**src/rtl/pwm_multi_pkg.sv**
```systemverilog
// Shared definitions for the multi-channel PWM engine: channel state encoding
// and the layout of the per-channel configuration record.
package pwm_multi_pkg;

    typedef enum logic [1:0] {
        CH_IDLE  = 2'd0,
        CH_ARMED = 2'd1,
        CH_RUN   = 2'd2
    } chan_state_e;

    localparam int DEF_CNT_W   = 28;
    localparam int DEF_PULSE_W = 16;

    // Record is packed MSB-first as {en, sync, inv, period, hlevel, phase, pulses}.
    function automatic int cfg_width(input int cnt_w, input int pulse_w);
        return 3 + 3 * cnt_w + pulse_w;
    endfunction

    localparam int PWM_CFG_W = cfg_width(DEF_CNT_W, DEF_PULSE_W);

    typedef struct packed {
        logic                   en;
        logic                   sync;
        logic                   inv;
        logic [DEF_CNT_W-1:0]   period;
        logic [DEF_CNT_W-1:0]   hlevel;
        logic [DEF_CNT_W-1:0]   phase;
        logic [DEF_PULSE_W-1:0] pulses;
    } pwm_cfg_t;

endpackage

```
**src/rtl/pwm_multi_ctrl_chan.sv**
```systemverilog
// One PWM channel: pending/active config registers, IDLE/ARMED/RUN state
// machine, period counter and pulse-train tally.
module pwm_chan
    import pwm_multi_pkg::*;
#(
    parameter int CNT_W   = DEF_CNT_W,
    parameter int PULSE_W = DEF_PULSE_W
) (
    input  logic               clk,
    input  logic               rst,
    input  logic               wr,
    input  logic               cfg_en,
    input  logic               cfg_sync,
    input  logic               cfg_inv,
    input  logic [CNT_W-1:0]   cfg_period,
    input  logic [CNT_W-1:0]   cfg_hlevel,
    input  logic [CNT_W-1:0]   cfg_phase,
    input  logic [PULSE_W-1:0] cfg_pulses,
    input  logic               sync_start,
    output logic               pwm,
    output logic               busy,
    output logic               done
);

    typedef struct packed {
        logic               en;
        logic               sync;
        logic               inv;
        logic [CNT_W-1:0]   period;
        logic [CNT_W-1:0]   hlevel;
        logic [CNT_W-1:0]   phase;
        logic [PULSE_W-1:0] pulses;
    } cfg_t;

    localparam logic [CNT_W-1:0]   ONE_C = 1;
    localparam logic [PULSE_W-1:0] ONE_P = 1;

    chan_state_e        state_q, state_d;
    cfg_t               pend_cfg_q, pend_cfg_d;
    cfg_t               act_cfg_q, act_cfg_d;
    logic               pend_q, pend_d;
    logic [CNT_W-1:0]   cnt_q, cnt_d;
    logic [PULSE_W-1:0] tally_q, tally_d;
    logic               pwm_q, pwm_d;
    logic               fin_q, fin_d;
    logic               done_q, done_d;

    cfg_t               new_cfg;
    logic               terminal;
    logic               apply;
    logic               runnable;
    logic [PULSE_W-1:0] tally_inc;

    // Phase only takes effect when it falls inside the period.
    function automatic logic [CNT_W-1:0] entry_cnt(input cfg_t c);
        return (c.phase < c.period) ? c.phase : '0;
    endfunction

    always_comb begin
        new_cfg.en     = cfg_en;
        new_cfg.sync   = cfg_sync;
        new_cfg.inv    = cfg_inv;
        new_cfg.period = cfg_period;
        new_cfg.hlevel = cfg_hlevel;
        new_cfg.phase  = cfg_phase;
        new_cfg.pulses = cfg_pulses;

        terminal  = (state_q == CH_RUN) && (cnt_q == act_cfg_q.period - ONE_C);
        apply     = pend_q && ((state_q != CH_RUN) || terminal);
        runnable  = pend_cfg_q.en && (pend_cfg_q.period != '0);
        tally_inc = tally_q + ONE_P;

        state_d    = state_q;
        pend_d     = pend_q;
        pend_cfg_d = pend_cfg_q;
        act_cfg_d  = act_cfg_q;
        cnt_d      = cnt_q;
        tally_d    = tally_q;
        fin_d      = 1'b0;
        done_d     = fin_q;

        if (apply) begin
            act_cfg_d = pend_cfg_q;
            pend_d    = 1'b0;
        end
        // A write in the same cycle as an apply stays pending for the next boundary.
        if (wr) begin
            pend_cfg_d = new_cfg;
            pend_d     = 1'b1;
        end

        unique case (state_q)
            CH_IDLE: begin
                cnt_d   = '0;
                tally_d = '0;
                if (apply && runnable) begin
                    if (pend_cfg_q.sync) begin
                        state_d = CH_ARMED;
                    end else begin
                        state_d = CH_RUN;
                        cnt_d   = entry_cnt(pend_cfg_q);
                    end
                end
            end
            CH_ARMED: begin
                if (apply) begin
                    if (!runnable) begin
                        state_d = CH_IDLE;
                    end else if (!pend_cfg_q.sync) begin
                        state_d = CH_RUN;
                        cnt_d   = entry_cnt(pend_cfg_q);
                    end
                end else if (sync_start) begin
                    state_d = CH_RUN;
                    cnt_d   = entry_cnt(act_cfg_q);
                end
            end
            CH_RUN: begin
                cnt_d = cnt_q + ONE_C;
                if (terminal) begin
                    cnt_d   = '0;
                    tally_d = tally_inc;
                    if (apply) begin
                        tally_d = '0;
                        if (!runnable) begin
                            state_d = CH_IDLE;
                        end
                    end else if ((act_cfg_q.pulses != '0) && (tally_inc == act_cfg_q.pulses)) begin
                        state_d = CH_IDLE;
                        fin_d   = 1'b1;
                    end
                end
            end
            default: state_d = CH_IDLE;
        endcase

        pwm_d = act_cfg_q.inv;
        if (state_q == CH_RUN) begin
            pwm_d = (cnt_q < act_cfg_q.hlevel) ^ act_cfg_q.inv;
        end
    end

    always_ff @(posedge clk) begin
        if (!rst) begin
            state_q    <= CH_IDLE;
            pend_q     <= 1'b0;
            pend_cfg_q <= '0;
            act_cfg_q  <= '0;
            cnt_q      <= '0;
            tally_q    <= '0;
            pwm_q      <= 1'b0;
            fin_q      <= 1'b0;
            done_q     <= 1'b0;
        end else begin
            state_q    <= state_d;
            pend_q     <= pend_d;
            pend_cfg_q <= pend_cfg_d;
            act_cfg_q  <= act_cfg_d;
            cnt_q      <= cnt_d;
            tally_q    <= tally_d;
            pwm_q      <= pwm_d;
            fin_q      <= fin_d;
            done_q     <= done_d;
        end
    end

    assign pwm  = pwm_q;
    assign busy = (state_q != CH_IDLE);
    assign done = done_q;

endmodule

```
**src/rtl/pwm_multi_ctrl.sv**
```systemverilog
// Multi-channel PWM engine top: registers and decodes incoming config writes,
// flags out-of-range channel indices, and hosts one pwm_chan per channel.
module pwm_multi_ctrl
    import pwm_multi_pkg::*;
#(
    parameter int CH_NUM  = 4,
    parameter int CNT_W   = DEF_CNT_W,
    parameter int PULSE_W = DEF_PULSE_W
) (
    input  logic               clk,
    input  logic               rst,
    input  logic               cfg_vld,
    input  logic [7:0]         cfg_channel,
    input  logic               cfg_en,
    input  logic               cfg_sync,
    input  logic               cfg_inv,
    input  logic [CNT_W-1:0]   cfg_period,
    input  logic [CNT_W-1:0]   cfg_hlevel,
    input  logic [CNT_W-1:0]   cfg_phase,
    input  logic [PULSE_W-1:0] cfg_pulses,
    input  logic               sync_start,
    output logic [CH_NUM-1:0]  pwm,
    output logic [CH_NUM-1:0]  busy,
    output logic [CH_NUM-1:0]  done,
    output logic               cfg_err
);

    localparam int         REC_W  = cfg_width(CNT_W, PULSE_W);
    localparam logic [8:0] CH_LIM = 9'(CH_NUM);

    logic [CH_NUM-1:0]  wr_q, wr_d;
    logic [REC_W-1:0]   cfg_rec_q, cfg_rec_d;
    logic               cfg_err_q, cfg_err_d;
    logic               in_range;

    logic               rec_en, rec_sync, rec_inv;
    logic [CNT_W-1:0]   rec_period, rec_hlevel, rec_phase;
    logic [PULSE_W-1:0] rec_pulses;

    always_comb begin
        in_range  = ({1'b0, cfg_channel} < CH_LIM);
        cfg_err_d = cfg_vld && !in_range;
        cfg_rec_d = cfg_rec_q;
        wr_d      = '0;
        if (cfg_vld && in_range) begin
            cfg_rec_d = {cfg_en, cfg_sync, cfg_inv, cfg_period, cfg_hlevel, cfg_phase, cfg_pulses};
        end
        for (int i = 0; i < CH_NUM; i++) begin
            wr_d[i] = cfg_vld && in_range && (cfg_channel == 8'(i));
        end
    end

    always_ff @(posedge clk) begin
        if (!rst) begin
            wr_q      <= '0;
            cfg_rec_q <= '0;
            cfg_err_q <= 1'b0;
        end else begin
            wr_q      <= wr_d;
            cfg_rec_q <= cfg_rec_d;
            cfg_err_q <= cfg_err_d;
        end
    end

    assign {rec_en, rec_sync, rec_inv, rec_period, rec_hlevel, rec_phase, rec_pulses} = cfg_rec_q;
    assign cfg_err = cfg_err_q;

    for (genvar g = 0; g < CH_NUM; g++) begin : g_chan
        pwm_chan #(
            .CNT_W   (CNT_W),
            .PULSE_W (PULSE_W)
        ) u_chan (
            .clk        (clk),
            .rst        (rst),
            .wr         (wr_q[g]),
            .cfg_en     (rec_en),
            .cfg_sync   (rec_sync),
            .cfg_inv    (rec_inv),
            .cfg_period (rec_period),
            .cfg_hlevel (rec_hlevel),
            .cfg_phase  (rec_phase),
            .cfg_pulses (rec_pulses),
            .sync_start (sync_start),
            .pwm        (pwm[g]),
            .busy       (busy[g]),
            .done       (done[g])
        );
    end

endmodule

```
**config.mk**
```make
export PLATFORM = sky130hd
export DESIGN_NAME = pwm_multi_ctrl
export DESIGN_NICKNAME = d
export VERILOG_FILES = /design/src/rtl/pwm_multi_pkg.sv /design/src/rtl/pwm_multi_ctrl_chan.sv /design/src/rtl/pwm_multi_ctrl.sv
export SDC_FILE = /design/constraint.sdc
export NUM_CORES = 2
export LEC_CHECK = 0
export BUFFER_PORTS_ARGS = -buffer_cell sky130_fd_sc_hd__buf_2
export CORE_ASPECT_RATIO = 0.75
export CORE_MARGIN = 4
export CORE_UTILIZATION = 57
export DETAILED_ROUTE_END_ITERATION = 7
export PLACE_DENSITY_LB_ADDON = 0.15
export SLEW_MARGIN = 20
export SYNTH_ARGS = -nofsm -noshare
export SYNTH_HDL_FRONTEND = slang
export SYNTH_SLANG_ARGS = --single-unit
```
**constraint.sdc**
```tcl
create_clock -name clk -period 3.7 [get_ports clk]
set_input_delay 0.37 -clock clk [delete_from_list [all_inputs] [get_ports clk]]
set_output_delay 0.37 -clock clk [all_outputs]
set_load 0.05 [all_outputs]
```
=== After elaboration in Yosys (flattened, before gate mapping) ===
Cells that the tools add are included.

* Memories: 0
* Bits in writable memories: 0
* Flip-flop bits (word level): 1124
* Bits in read-only memories: 0
* Output and inout bits: 13
* Latch bits: 0

* Multiplexer cells: 109
* Div/mod/pow operators: 0
* Bitwise logic cells: 13
* $lt $le $gt $ge: 13
* Add/subtract/negate cells: 12
* Multipliers: 0
* Equality and inequality tests: 55
* Shift operators: 0
* Reduce and logical (&&, ||, !) cells: 76

{| class="wikitable"
|+ Operator list
! cell !! number
|-
| two-way mux 28 bit || 36
|-
| less-than comparator 28 bit || 12
|-
| one-hot mux 28 bit (3 select lines) || 4
|-
| two-way mux 16 bit || 8
|-
| one-hot mux 16 bit (2 select lines) || 4
|-
| adder 28 x 1 -> 28 bit (second input constant) || 4
|-
| == test 28 bit || 4
|-
| nonzero test 28 bit || 4
|-
| subtractor 28 x 1 -> 28 bit (second input constant) || 4
|-
| two-way mux 2 bit || 37
|-
| adder 16 x 1 -> 16 bit (second input constant) || 4
|-
| == test 16 bit || 4
|-
| nonzero test 16 bit || 4
|-
| inequality test 3 bit (second input constant) || 12
|-
| logical AND 1 bit || 26
|-
| inequality test 3 x 2 -> 1 bit (second input constant) || 8
|-
| one-hot mux 2 bit (3 select lines) || 4
|-
| AND reduction 6 bit || 4
|-
| nonzero test 2 bit || 12
|-
| == test 8 x 2 -> 1 bit (second input constant) || 2
|-
| two-way mux 1 bit || 16
|-
| inequality test 2 x 1 -> 1 bit (second input constant) || 8
|-
| inequality test 4 bit (second input constant) || 4
|-
| AND reduction 4 bit || 4
|-
| 14 further kinds || 49
|}

=== Logic depth before layout (Yosys ltp) ===
* Depth after elaboration: 8
* Depth in mapped cells: 16
* Mapped depth without buffers: 12

=== Cells and area by module ===
From an unflattened synthesis, not the netlist that was laid out.

* Cells, all modules: 7154
* Area total of the unflattened synthesis: 59469.5 µm²

{| class="wikitable"
|+ Modules (own cells, without submodules)
! module !! cells each !! instances !! area each (µm²)
|-
| pwm_chan at g_chan[0].u_chan ... || 1667 || 3 || 13724.4
|-
| pwm_chan at g_chan[3].u_chan || 1689 || 1 || 13990.9
|-
| pwm_multi_ctrl || 464 || 1 || 4305.4
|}

=== Worst setup path after synthesis ===
OpenSTA, ideal clock, no wires.

* Path kind: register to register
* Start: register g_chan[3].u_chan.act_cfg_q[72] (netlist name)
* End: register g_chan[3].u_chan.cnt_q[0]
* Path buffers: 2
* Arrival time: 3.673 ns
* Required time: 3.559 ns
* Setup time: 0.141 ns
* Slack: -0.115 ns
* Stages on the path, launching flop included: 15
* Cells stage by stage: dfxtp_1 > buf_2 > inv_1 > ha_1 > xnor2_1 > a211o_1 > or4_1 > a211oi_2 > or4b_4 > or4b_4 > o21ai_1 > buf_2 > nor2_1 > a221oi_1 > a211oi_1

* Longest elaborated chain between the ends: 8

{| class="wikitable"
|+ Ends and longest elaborated chain
! element !! line !! source
|-
| from (decl) || pwm_multi_ctrl_chan.sv:40 || <nowiki>cfg_t act_cfg_q, act_cfg_d;</nowiki>
|-
| from (signal assigned) || pwm_multi_ctrl_chan.sv:158 || <nowiki>act_cfg_q <= act_cfg_d;</nowiki>
|-
| subtractor 28 x 1 -> 28 bit || pwm_multi_ctrl_chan.sv:68 || <nowiki>terminal = (state_q == CH_RUN) && (cnt_q == act_cfg_q.period - ONE_C);</nowiki>
|-
| == test 28 bit || pwm_multi_ctrl_chan.sv:68 ||
|-
| logical AND 1 bit || pwm_multi_ctrl_chan.sv:68 ||
|-
| logical OR 1 bit || pwm_multi_ctrl_chan.sv:69 || <nowiki>apply = pend_q && ((state_q != CH_RUN) || terminal);</nowiki>
|-
| logical AND 1 bit || pwm_multi_ctrl_chan.sv:69 ||
|-
| logical AND 1 bit || pwm_multi_ctrl_chan.sv:96 || <nowiki>if (apply && runnable) begin</nowiki>
|-
| two-way mux 28 bit || pwm_multi_ctrl_chan.sv:96 ||
|-
| one-hot mux 28 bit (3 select lines) || pwm_multi_ctrl_chan.sv:92 || <nowiki>unique case (state_q)</nowiki>
|-
| to (signal assigned) || pwm_multi_ctrl_chan.sv:159 || <nowiki>cnt_q <= cnt_d;</nowiki>
|-
| to (decl) || pwm_multi_ctrl_chan.sv:42 || <nowiki>logic [CNT_W-1:0] cnt_q, cnt_d;</nowiki>
|}

Parallel ways exist; a longest one is shown, timed or not. The select of a mux whose other input is x is not followed.
A chain may end at the register's enable or synchronous reset.

=== Worst setup path in the final report ===
* Start: register g_chan[3].u_chan.act_cfg_q[73] (netlist name)
* End: register g_chan[3].u_chan.cnt_q[8]

Same word-level chain as after synthesis.

==> flow_metrics.tcl <==
set metrics [dict create \
    status "finished with violations" \
    failed_checks "negative setup slack" \
    worst_pin_slew_ns 1.147 \
    die-width_um 378.5 \
    path_class "flip-flop to flip-flop" \
    ys_seq_area_share_pct 38.34 \
    nNetsFinal 7838 \
    clockBufferDepth 3 \
    clock-sinks 1124 \
    path_buf_inv 2 \
    clockRootBuffer "clkbuf_16" \
    post-route-min-period_ns 3.748 \
    drive_gt1_share_pct 12.25 \
    htreeDepth 3 \
    cpMostUsedCell "or4b_4" \
    synth_fa_ha_area_share_pct 7.503 \
    hold_ws_ns 0.05296 \
    ys.flop_type "dfxtp_1" \
    first_iter_violations 6958 \
    drv_cap 0 \
    finalHoldViolCount 0 \
    io_buffers 127 \
    hpwl_um 140800 \
    crit_family "simple AND/OR/NAND/NOR gates" \
    p_per_area_nw_per_um2 366.0 \
    cts_tree "done" \
    synth_area_um2 58700 \
    fillCellCount 8223 \
    min_path_type "input port to flip-flop" \
    die_area_um2 108200 \
    drv_slew 0 \
    grt_pass1_vias 49040 \
    wl_um 204500 \
    synth_xor_area_share_pct 5.148 \
    start_util_pct 57.70 \
    combPwrFrac_pct 1.8 \
    yosys.area_share.simple_pct 19.72 \
    max_freq_mhz 266.8 \
    ios 128 \
    die_h_um 285.9 \
    synthArstFlopShare_pct 0 \
    p_sw_mw 5.582 \
    critPathArrivalTime_ns 4.34 \
    synth-edff-count 0 \
    setup_viol 29 \
    clkPwrFrac_pct 50.1 \
    period_share_pct 101.3 \
    cp-end-kind "flip-flop" \
    grt_pass1_wl_um 301500 \
    regToRegSetupSlack_ns -0.05 \
    routedWlPerCell_um 23.22 \
    intPower_mw 19.65 \
    skew_ns 0.01911 \
    synth_cell_types 93 \
    path_cells "buf_4, nor4_4, a22oi_1, or4_4, a211oi_4, or4b_4, or4b_4, o21ai_4, buf_12, nor2_4, a221oi_2, a211oi_2" \
    synth.area.mux_share_pct 9.034 \
    core_um2 101700 \
    area_growth_pct 17.46 \
    synth_top_family_by_area "simple AND/OR/NAND/NOR gates" \
    gp_congestion 0.9531 \
    peakVddDrop_v 0.0004308 \
    fin_util_pct 67.77 \
    cts_buffers 111 \
    clk_latency_ns 0.74 \
    crit_fanout 7 \
    cpMaxStageDelayCell "or4b_4" \
    ant_nets 0 \
    track_usage_pct 36.13 \
    cp.required_ns 4.29 \
    swShare_pct 22.12 \
    synthCells 7110 \
    synth_compound_area_share_pct 14.48 \
    clk_pin_slew_ns 0.07 \
    rsz0062_at_grt "true" \
    grt_antenna_before_repair 16 \
    start_kind "flip-flop" \
    synth_nets 7577 \
    synth_warnings 0 \
    relSlewSlack_pct 23.28 \
    drtPass1Iterations 8 \
    avgSynthCellArea_um2 8.255 \
    via_per_inst 6.122 \
    grt_max_degree 169 \
    grt_overflow 0 \
    ys_seq_elements 1124 \
    seqPwrFrac_pct 48.1 \
    critPathMaxStageDelay_ns 0.60 \
    drc_errors 0 \
    p_leak_nw 26.32 \
    row_count 101 \
    setup_ws_ns -0.04778 \
    vias 53910 \
]
-- flip-flops by register name, summed over array words and instances (netlist names) --
register,flops
g_chan.u_chan.pend_cfg_q,412
g_chan.u_chan.pend_q,4
g_chan.u_chan.done_d,4
g_chan.u_chan.act_cfg_q,404
g_chan.u_chan.tally_q,64
g_chan.u_chan.state_q,8
cfg_err,1
g_chan.u_chan.done,4
cfg_rec_q,103
g_chan.u_chan.cnt_q,112
g_chan.u_chan.pwm,4
wr_q,4
-- cell usage after synthesis, types with 133 or more instances --
master | number | area, um2
a21oi_1 | 583 | 2918
clkbuf_1 | 323 | 1212
dfxtp_1 | 1124 | 22500
ha_1 | 352 | 4404
inv_1 | 423 | 1588
mux2i_1 | 523 | 5235
nand2_1 | 1048 | 3934
nand3_1 | 136 | 680.7
nor2_1 | 733 | 2751
nor3_1 | 133 | 665.6
o21ai_0 | 189 | 945.9
xnor2_1 | 222 | 1944
-- placed cells by master (no fill, tap or decap), drive strengths merged, types with 141 or more instances in the layout --
master     n
a21oi    583
inv      430
mux2i    523
o21ai    195
buf      472
nor2     734
nor3     141
dfxtp   1124
clkbuf   155
nand2   1048
ha       352
xnor2    222
-- tightest hold or removal path: stages --
cell	delay [ns]
buf_4	0.23
nand2_1	0.10
nor2_1	0.04
-- power by group through the flow --
stage               sequential, mW  combinational, mW  clock (mW)
floorplan                     12.4              0.205           0
global placement              12.4              0.348           0
detailed placement            12.4              0.349           0
CTS                           12.1              0.432        12.7
global route                  12.1              0.489        13.2
finish                        12.1              0.462        12.6
-- kinds of logic (layout without fill, tap and decap cells) --
group           Yosys count  after routing
mux                     529            529
simple gates           2566           2566
xor+xnor                345            345
flops                  1124           1124
other cells               0              2
fa+ha+maj               352            352
buf+inv                 865           1219
compound gates         1329           1329
-- layer usage --
| metal | up-vias | part of all wire [%] | GRT usage [%] |
|---|---|---|---|
| met4 | 6 | 4.3 | 13.75 |
| met3 | 423 | 13 | 10.31 |
| met1 | 25410 | 44 | 53.82 |
| met2 | 2920 | 39 | 48.68 |
| met5 | - | 0.020 | 0 |
| li1 | 25150 | - | - |
-- cell type report --
cell class | count | area [um2] | share of cell area (%)
clock inverter | 63 | 982.2 | 1.425
inverter | 424 | 1599 | 2.319
tap | 1339 | 1675 | 2.430
clock buffer | 143 | 3048 | 4.421
multi-input combinational | 5121 | 33620 | 48.76
sequential | 1124 | 22530 | 32.67
antenna | 2 | 5.005 | 0.007259
timing repair buffer | 589 | 5490 | 7.964
-- path summary, 6_finish.rpt --
kind / start / to / depth (start not counted)
hold / removal: rst / g_chan[0].u_chan.done_d$_SDFF_PP0_ / 3
setup reg to reg: g_chan[3].u_chan.act_cfg_q[73]$_SDFFE_PN0P_ / g_chan[3].u_chan.cnt_q[8]$_SDFFE_PN0P_ / 12
setup / recovery: g_chan[3].u_chan.act_cfg_q[73]$_SDFFE_PN0P_ / g_chan[3].u_chan.cnt_q[8]$_SDFFE_PN0P_ / 12
hold reg to reg: g_chan[2].u_chan.done_d$_SDFF_PP0_ / g_chan[2].u_chan.done$_SDFF_PN0_ / 1
-- metrics by stage --
stage               setup TNS [ns]  setup slack (ns)  instance area (um2)  power [mW]  std cells
global placement            -2.085           -0.1022                62290       12.75       8441
detailed placement          -5.067           -0.1604                62290       12.75       8441
global route                -6.165           -0.1720                68940       25.80       8803
floorplan                   -1.848          -0.02622                58720       12.59       7110
CTS                              0         0.0009193                67590       25.25       8757
finish                     -0.6505          -0.04778                68940       25.24       8805
-- repair_timing --
item,CTS,global route
endpoints found under the setup margin,101,352
setup buffers,3,31
gates resized for setup,17,202
hold buffers,103,0
cloned,4,16
hold endpoints to repair,104,0
pin swaps,8,78
Note: power is estimated with default switching activity, not from simulation.
